--- config.mk ---
export PLATFORM = sky130hd
export DESIGN_NAME = fetch_decode_flat
export DESIGN_NICKNAME = d
export VERILOG_FILES = /design/src/rtl/fetch_decode_if.sv /design/src/rtl/fetch_decode.sv /design/src/flat_wrapper.sv
export SDC_FILE = /design/constraint.sdc
export NUM_CORES = 1
export LEC_CHECK = 0
export CAP_MARGIN = 10
export CORE_MARGIN = 2
export CORE_UTILIZATION = 35
export DETAILED_ROUTE_END_ITERATION = 12
export DONT_BUFFER_PORTS = 1
export PLACE_DENSITY = 0.5
export SETUP_SLACK_MARGIN = 0.3
export SYNTH_ARGS = -nofsm -noshare
export SYNTH_HDL_FRONTEND = slang
export SYNTH_SLANG_ARGS = --single-unit
--- constraint.sdc ---
create_clock -name clk -period 1.5 [get_ports clk]
set_input_delay 0.3 -clock clk [delete_from_list [all_inputs] [get_ports clk]]
set_output_delay 0.3 -clock clk [all_outputs]
set_load 0.01 [all_outputs]
--- src/rtl/fetch_decode_if.sv ---
// Bus between the fetch/decode sequencer and its surroundings: program ROM,
// board switches and the datapath control lines.
interface fetch_decode_if #(
  parameter int n      = 8,
  parameter int A_SIZE = 2,
  parameter int R_SIZE = 2,
  parameter int P_SIZE = 5
);
  localparam int I_SIZE = 3 + A_SIZE + R_SIZE + n;

  logic [9:0]        SW;
  logic [I_SIZE-1:0] instr;
  logic [P_SIZE-1:0] progAddr;
  logic [A_SIZE-1:0] ALUfunc;
  logic              imm;
  logic              immswitches;
  logic [R_SIZE-1:0] Raddr1;
  logic [n-1:0]      Raddr2;
  logic              regWE;
  logic              halted;
  logic [2:0]        dbg_state;

  // Environment side: drives the switches and ROM data, observes the controls.
  modport master (
    output SW, instr,
    input  progAddr, ALUfunc, imm, immswitches, Raddr1, Raddr2, regWE, halted,
           dbg_state
  );

  // Sequencer side.
  modport slave (
    input  SW, instr,
    output progAddr, ALUfunc, imm, immswitches, Raddr1, Raddr2, regWE, halted,
           dbg_state
  );
endinterface

--- src/rtl/fetch_decode.sv ---
// Instruction fetch/decode sequencer: owns the PC, reads a synchronous ROM,
// decodes datapath controls and runs the SW[8] press/release handshake.
module fetch_decode #(
  parameter int n      = 8,
  parameter int A_SIZE = 2,
  parameter int R_SIZE = 2,
  parameter int P_SIZE = 5
) (
  input logic           clk,
  input logic           nReset,
  fetch_decode_if.slave bus
);
  localparam int I_SIZE = 3 + A_SIZE + R_SIZE + n;

  localparam logic [2:0] OP_RR   = 3'b001;
  localparam logic [2:0] OP_RI   = 3'b010;
  localparam logic [2:0] OP_RS   = 3'b011;
  localparam logic [2:0] OP_JMP  = 3'b100;
  localparam logic [2:0] OP_HALT = 3'b111;

  typedef enum logic [2:0] {
    S_FETCH        = 3'd0,
    S_EXEC         = 3'd1,
    S_WAIT_PRESS   = 3'd2,
    S_WAIT_RELEASE = 3'd3,
    S_HALT         = 3'd4
  } state_t;

  state_t            state, state_next;
  logic [P_SIZE-1:0] pc;
  logic              sw_meta, sw_s;

  logic [2:0]        op;
  logic [A_SIZE-1:0] alu;
  logic [R_SIZE-1:0] rd;
  logic [n-1:0]      operand;

  assign op      = bus.instr[I_SIZE-1 -: 3];
  assign alu     = bus.instr[n+R_SIZE +: A_SIZE];
  assign rd      = bus.instr[n +: R_SIZE];
  assign operand = bus.instr[n-1:0];

  // Enter-button handshake: a switch instruction waits for the synchronised
  // press, writes once, then waits for release so one press gives one write.
  always_ff @(posedge clk or negedge nReset) begin
    if (!nReset) begin
      sw_meta <= 1'b0;
      sw_s    <= 1'b0;
    end else begin
      sw_meta <= bus.SW[8];
      sw_s    <= sw_meta;
    end
  end

  always_ff @(posedge clk or negedge nReset) begin
    if (!nReset) begin
      state <= S_FETCH;
    end else begin
      state <= state_next;
    end
  end

  // HALT keeps the PC on its own address so a HALT in the last word never wraps.
  always_ff @(posedge clk or negedge nReset) begin
    if (!nReset) begin
      pc <= '0;
    end else if (state == S_EXEC && op != OP_HALT) begin
      if (op == OP_JMP) begin
        pc <= operand[P_SIZE-1:0];
      end else begin
        pc <= pc + P_SIZE'(1);
      end
    end
  end

  always_comb begin
    state_next = state;
    case (state)
      S_FETCH:        state_next = (op == OP_RS) ? S_WAIT_PRESS : S_EXEC;
      S_WAIT_PRESS:   if (sw_s) state_next = S_EXEC;
      S_EXEC: begin
        if (op == OP_RS) begin
          state_next = S_WAIT_RELEASE;
        end else if (op == OP_HALT) begin
          state_next = S_HALT;
        end else begin
          state_next = S_FETCH;
        end
      end
      S_WAIT_RELEASE: if (!sw_s) state_next = S_FETCH;
      S_HALT:         state_next = S_HALT;
      default:        state_next = S_FETCH;
    endcase
  end

  always_comb begin
    bus.ALUfunc     = '0;
    bus.imm         = 1'b0;
    bus.immswitches = 1'b0;
    bus.Raddr1      = '0;
    bus.Raddr2      = '0;
    bus.regWE       = 1'b0;
    if (state == S_EXEC || state == S_WAIT_PRESS) begin
      bus.ALUfunc     = alu;
      bus.Raddr1      = rd;
      bus.Raddr2      = operand;
      bus.imm         = (op == OP_RI) || (op == OP_RS);
      bus.immswitches = (op == OP_RS);
    end
    if (state == S_EXEC) begin
      bus.regWE = (op == OP_RR) || (op == OP_RI) || (op == OP_RS);
    end
  end

  assign bus.progAddr  = pc;
  assign bus.halted    = (state == S_HALT);
  assign bus.dbg_state = state;
endmodule

--- src/flat_wrapper.sv ---
// flat-port wrapper written by rule: the top's interface ports become plain ports
module fetch_decode_flat 
#(
  parameter int n      = 8,
  parameter int A_SIZE = 2,
  parameter int R_SIZE = 2,
  parameter int P_SIZE = 5
)
  (clk, nReset, bus_SW, bus_instr, bus_progAddr, bus_ALUfunc, bus_imm, bus_immswitches, bus_Raddr1, bus_Raddr2, bus_regWE, bus_halted, bus_dbg_state);
  fetch_decode_if #(.n(n), .A_SIZE(A_SIZE), .R_SIZE(R_SIZE), .P_SIZE(P_SIZE)) bus_i ();
  input logic clk;
  input logic nReset;
  input wire logic [$bits(bus_i.SW)-1:0] bus_SW;
  input wire logic [$bits(bus_i.instr)-1:0] bus_instr;
  output wire logic [$bits(bus_i.progAddr)-1:0] bus_progAddr;
  output wire logic [$bits(bus_i.ALUfunc)-1:0] bus_ALUfunc;
  output wire logic [$bits(bus_i.imm)-1:0] bus_imm;
  output wire logic [$bits(bus_i.immswitches)-1:0] bus_immswitches;
  output wire logic [$bits(bus_i.Raddr1)-1:0] bus_Raddr1;
  output wire logic [$bits(bus_i.Raddr2)-1:0] bus_Raddr2;
  output wire logic [$bits(bus_i.regWE)-1:0] bus_regWE;
  output wire logic [$bits(bus_i.halted)-1:0] bus_halted;
  output wire logic [$bits(bus_i.dbg_state)-1:0] bus_dbg_state;
  assign bus_i.SW = bus_SW;
  assign bus_i.instr = bus_instr;
  assign bus_progAddr = bus_i.progAddr;
  assign bus_ALUfunc = bus_i.ALUfunc;
  assign bus_imm = bus_i.imm;
  assign bus_immswitches = bus_i.immswitches;
  assign bus_Raddr1 = bus_i.Raddr1;
  assign bus_Raddr2 = bus_i.Raddr2;
  assign bus_regWE = bus_i.regWE;
  assign bus_halted = bus_i.halted;
  assign bus_dbg_state = bus_i.dbg_state;
  fetch_decode #(.n(n), .A_SIZE(A_SIZE), .R_SIZE(R_SIZE), .P_SIZE(P_SIZE)) u_core (.clk(clk), .nReset(nReset), .bus(bus_i));
endmodule
==> out/qor.yml <==
outcome:
  run_status: "finished, violations left"
  failing_checks: "setup timing"
grt:
  grt_pass1_wl_um: 2750
  grt-ovfl-total: 0
  grt_antenna_before_repair: 0
  grt_max_degree: 11
  number_of_global_route_vias_before_repair: 577
  grtUsageTotal_pct: 15.4
timing:
  slew-limit-headroom_pct: 70.3
  layout_setup_ws_ns: -0.141
  timing.final.hold_violations: 0
  slew_at_the_pin_with_the_worst_max_slew_slack_ns: 0.444
  maxClockFrequency_mhz: 609
  rsz0062_at_grt: "yes"
  finClkSkew_ns: 0.000746
  fin_tns_setup_ns: -2.05
  finalWorstPathRequiredPeriod_ns: 1.64
  final-setup-viol-count: 17
  final_max_slew_viol_count: 0
  final_min_period_over_clock_period_pct: 109
clock_network:
  clock-sinks: 10
  clock_latency_ns: 0.27
  tritoncts: "built"
  ctsHtreeMaxLevel: 1
  clock-root-buffer: "sky130_fd_sc_hd__clkbuf_4"
  clk_pin_slew_ns: 0.06
  cts_made_buffers: 3
  cts_max_path_buffers: 2
yosys:
  syn-cell-area_um2: 697
  synth.lib_cells_used.distinct: 33
  synth_area_per_cell_um2: 9.68
  synthesis.instances: 72
  yosys_warnings: 0
  synth_async_sr_flop_share_pct: 100
  yosys_register_bits: 10
  syn_nets: 100
  synth_sequential_area_ratio_pct: 35.9
  edff_count_synth: 0
  synth_flop_cell: "sky130_fd_sc_hd__dfrtp_1"
worst_setup_path:
  crit_buf_inv: 1
  worst_ep_arrival_time_ns: 1.34
  timing.reg2reg.worst_path_depth: 4
  worst_setup_path_start_kind: "register"
  crit_required_ns: 1.20
  cp_top_family: "flip-flops"
  critical-path-max-stage-delay_ns: 0.42
  rr_endpoint: "u_core.bus.progAddr[0]$_DFFE_PN0P_"
  crit_fanout: 6
  worstReg2RegStart: "u_core.bus.dbg_state[1]$_DFFE_PN0P_"
  cp_cell_sequence: "xnor2_2, nor2_4, buf_6, and2_4"
  crit_slowest_cell: "sky130_fd_sc_hd__dfrtp_1"
  setup.reg_to_reg.worst_slack_ns: -0.03
  setup.worst_path.end_class: "output pin"
  crit_type: "reg -> out"
placement:
  detailedPlacementHpwl_um: 1250
  placed_area_um2: 806
  port_buffers: 0
  finalWeightedCongestion: 0.726
die:
  floorplan.initialDensity_pct: 36.3
  pin_count: 51
  floorplan.die_area_um2: 2360
  die-height_um: 48.6
  floorplan.core_area_um2: 1920
  die_w_um: 48.6
  num_rows: 16
detailed_routing:
  initialDrtViolationCount: 5
  wl_um: 1670
  route.detailed.drc: 0
  via_count: 578
  final_antenna_net_count: 0
  avgViaCountPerCell: 5.21
  drt-wirelength-per-cell_um: 15.0
  drt-pass1-iter-count: 4
finish:
  fin_nets: 114
  post_route_cells_drive_above_1_share_pct: 57.1
  area.growth.synth_to_final_pct: 39.0
  antennaDiodeCount: 0
  fin_area_um2: 968
  n_fill_cell: 184
min_path:
  min_path_type: "in -> reg"
  hold_path_depth: 0
  start_point_of_the_worst_hold_path: "bus_SW[8]"
  worst_hold_path.endpoint: "u_core.sw_meta$_DFF_PN0_"
pwr:
  static-leakage-power_nw: 0.418
  max-vdd-ir-drop_mv: 1.09
  clockPowerShare_pct: 8.6
  netSwitchingPower_mw: 0.895
  pwr-share-seq_pct: 22.9
  swShare_pct: 40.9
  power.share.combinational_pct: 68.5
  cell_internal_pwr_mw: 1.29
  p_per_area_nw_per_um2: 2260
flow_run:
  drv_cap: 0
[timing repair]
item,in CTS,in global routing
hold buffers,1,0
resized for setup,14,7
buffers inserted,3,1
pin swaps,7,6
gates cloned,1,0
endpoints found under the setup margin,21,23
hold endpoints to repair,10,0
[Yosys cell counts, types with 2 or more instances]
master	n	area share, %
sky130_fd_sc_hd__clkbuf_1	3	1.6
sky130_fd_sc_hd__mux2_2	2	3.2
sky130_fd_sc_hd__nor2_1	4	2.2
sky130_fd_sc_hd__nand3b_1	3	3.2
sky130_fd_sc_hd__buf_6	2	3.2
sky130_fd_sc_hd__a211oi_1	3	3.2
sky130_fd_sc_hd__xnor2_1	2	2.5
sky130_fd_sc_hd__mux2i_1	3	4.3
sky130_fd_sc_hd__a2bb2oi_1	3	3.8
sky130_fd_sc_hd__nor3_1	2	1.4
sky130_fd_sc_hd__nand4_1	2	1.8
sky130_fd_sc_hd__dfrtp_1	10	36
sky130_fd_sc_hd__and2_1	12	11
sky130_fd_sc_hd__nand3_1	2	1.4
[area by class of cell]
| class | count | area [um^2] | area share, % |
|---|---|---|---|
| Multi-Input combinational cell | 54 | 517 | 53.4 |
| Sequential cell | 10 | 250 | 25.8 |
| Timing Repair Buffer | 16 | 141 | 14.6 |
| Tap cell | 27 | 33.8 | 3.49 |
| Clock buffer | 3 | 22.5 | 2.33 |
| Inverter | 1 | 3.75 | 0.388 |
[per-layer routing]
| layer | vias to the layer above | part of all wire [%] | GRT usage [%] |
|---|---|---|---|
| li1 | 283 | - | - |
| met1 | 261 | 45 | 20.2 |
| met2 | 29 | 44 | 22.4 |
| met3 | 5 | 8.0 | 4.94 |
| met4 | 0 | 2.5 | 8.57 |
| met5 | - | 0 | 0 |
[worst max-delay path by stage]
| stage | start | end | slack [ns] | cells after the start |
|---|---|---|---|---|
| 2_1_floorplan | u_core.bus.dbg_state[2]$_DFFE_PN0P_ | u_core.bus.progAddr[1]$_DFFE_PN0P_ | -0.10 | 5 |
| 5_1_grt | u_core.bus.dbg_state[1]$_DFFE_PN0P_ | bus_Raddr2[7] | -0.17 | 4 |
| 3_3_place_gp | u_core.bus.dbg_state[1]$_DFFE_PN0P_ | u_core.bus.progAddr[0]$_DFFE_PN0P_ | 0.07 | 3 |
| 6_report | u_core.bus.dbg_state[1]$_DFFE_PN0P_ | bus_Raddr2[1] | -0.14 | 4 |
| 4_1_cts | u_core.bus.dbg_state[0]$_DFFE_PN0P_ | bus_Raddr2[1] | -0.16 | 4 |
| 3_5_place_dp | u_core.bus.dbg_state[1]$_DFFE_PN0P_ | u_core.bus.progAddr[0]$_DFFE_PN0P_ | 0.07 | 3 |
[layout by cell type, fill, tap and decap left out, drive strengths merged, types with 2 or more instances in the layout]
master	n
or3b	2
nand3b	3
nand3	2
mux2i	3
nor3	2
clkbuf	3
nand4	2
mux2	3
and2	12
xnor2	2
buf	15
a211oi	3
dfrtp	10
nor2	5
a2bb2oi	3
[power groups by stage]
| stage | logic (mW) | clock network, mW | registers, mW |
|---|---|---|---|
| 6_report | 1.50 | 0.188 | 0.500 |
| 5_1_grt | 1.60 | 0.200 | 0.519 |
| 4_1_cts | 1.40 | 0.192 | 0.504 |
| 3_5_place_dp | 1.14 | 0 | 0.501 |
| 3_3_place_gp | 1.13 | 0 | 0.497 |
| 2_1_floorplan | 0.943 | 0 | 0.517 |
[kinds of logic (layout without fill, tap and decap cells)]
group                      count (synthesis)  count (layout)  share of synthesized area, %
buffers and inverters                      8              20                          7.18
adders and majority gates                  1               1                          1.80
muxes                                      6               6                          9.16
DFF                                       10              10                          35.9
and+or+nand+nor                           34              34                          30.9
xor gates and xnor gates                   3               3                          3.77
AOI/OAI and AO/OA                         10              10                          11.3
[worst reg2reg max path, cell delays in order, from the launching register on]
cell and delay [ns]:
sky130_fd_sc_hd__dfrtp_1 0.42, sky130_fd_sc_hd__or3b_4 0.42, sky130_fd_sc_hd__buf_6 0.15, sky130_fd_sc_hd__o21a_1 0.16, sky130_fd_sc_hd__a311o_1 0.27
[through the flow]
| step | hold WS [ns] | cells | setup slack (ns) | total power [mW] | utilization (%) |
|---|---|---|---|---|---|
| after global placement | 0.00475 | 102 | 0.0736 | 1.62 | 41.9 |
| after floorplan | 0.00441 | 72 | -0.102 | 1.46 | - |
| after CTS | 0.0476 | 110 | -0.158 | 2.10 | 48.2 |
| after detailed placement | 0.00471 | 102 | 0.0677 | 1.65 | 41.9 |
| final | 0.0523 | 111 | -0.141 | 2.19 | 50.4 |
| after global routing | 0.0438 | 111 | -0.175 | 2.32 | 50.4 |
[sequential cells by signal (all words and copies together), names as in the netlist]
| signal | cells |
|---|---|
| u_core.bus.dbg_state | 3 |
| u_core.sw_meta | 1 |
| u_core.sw_s | 1 |
| u_core.bus.progAddr | 5 |
(Power assumes the default switching activity.)
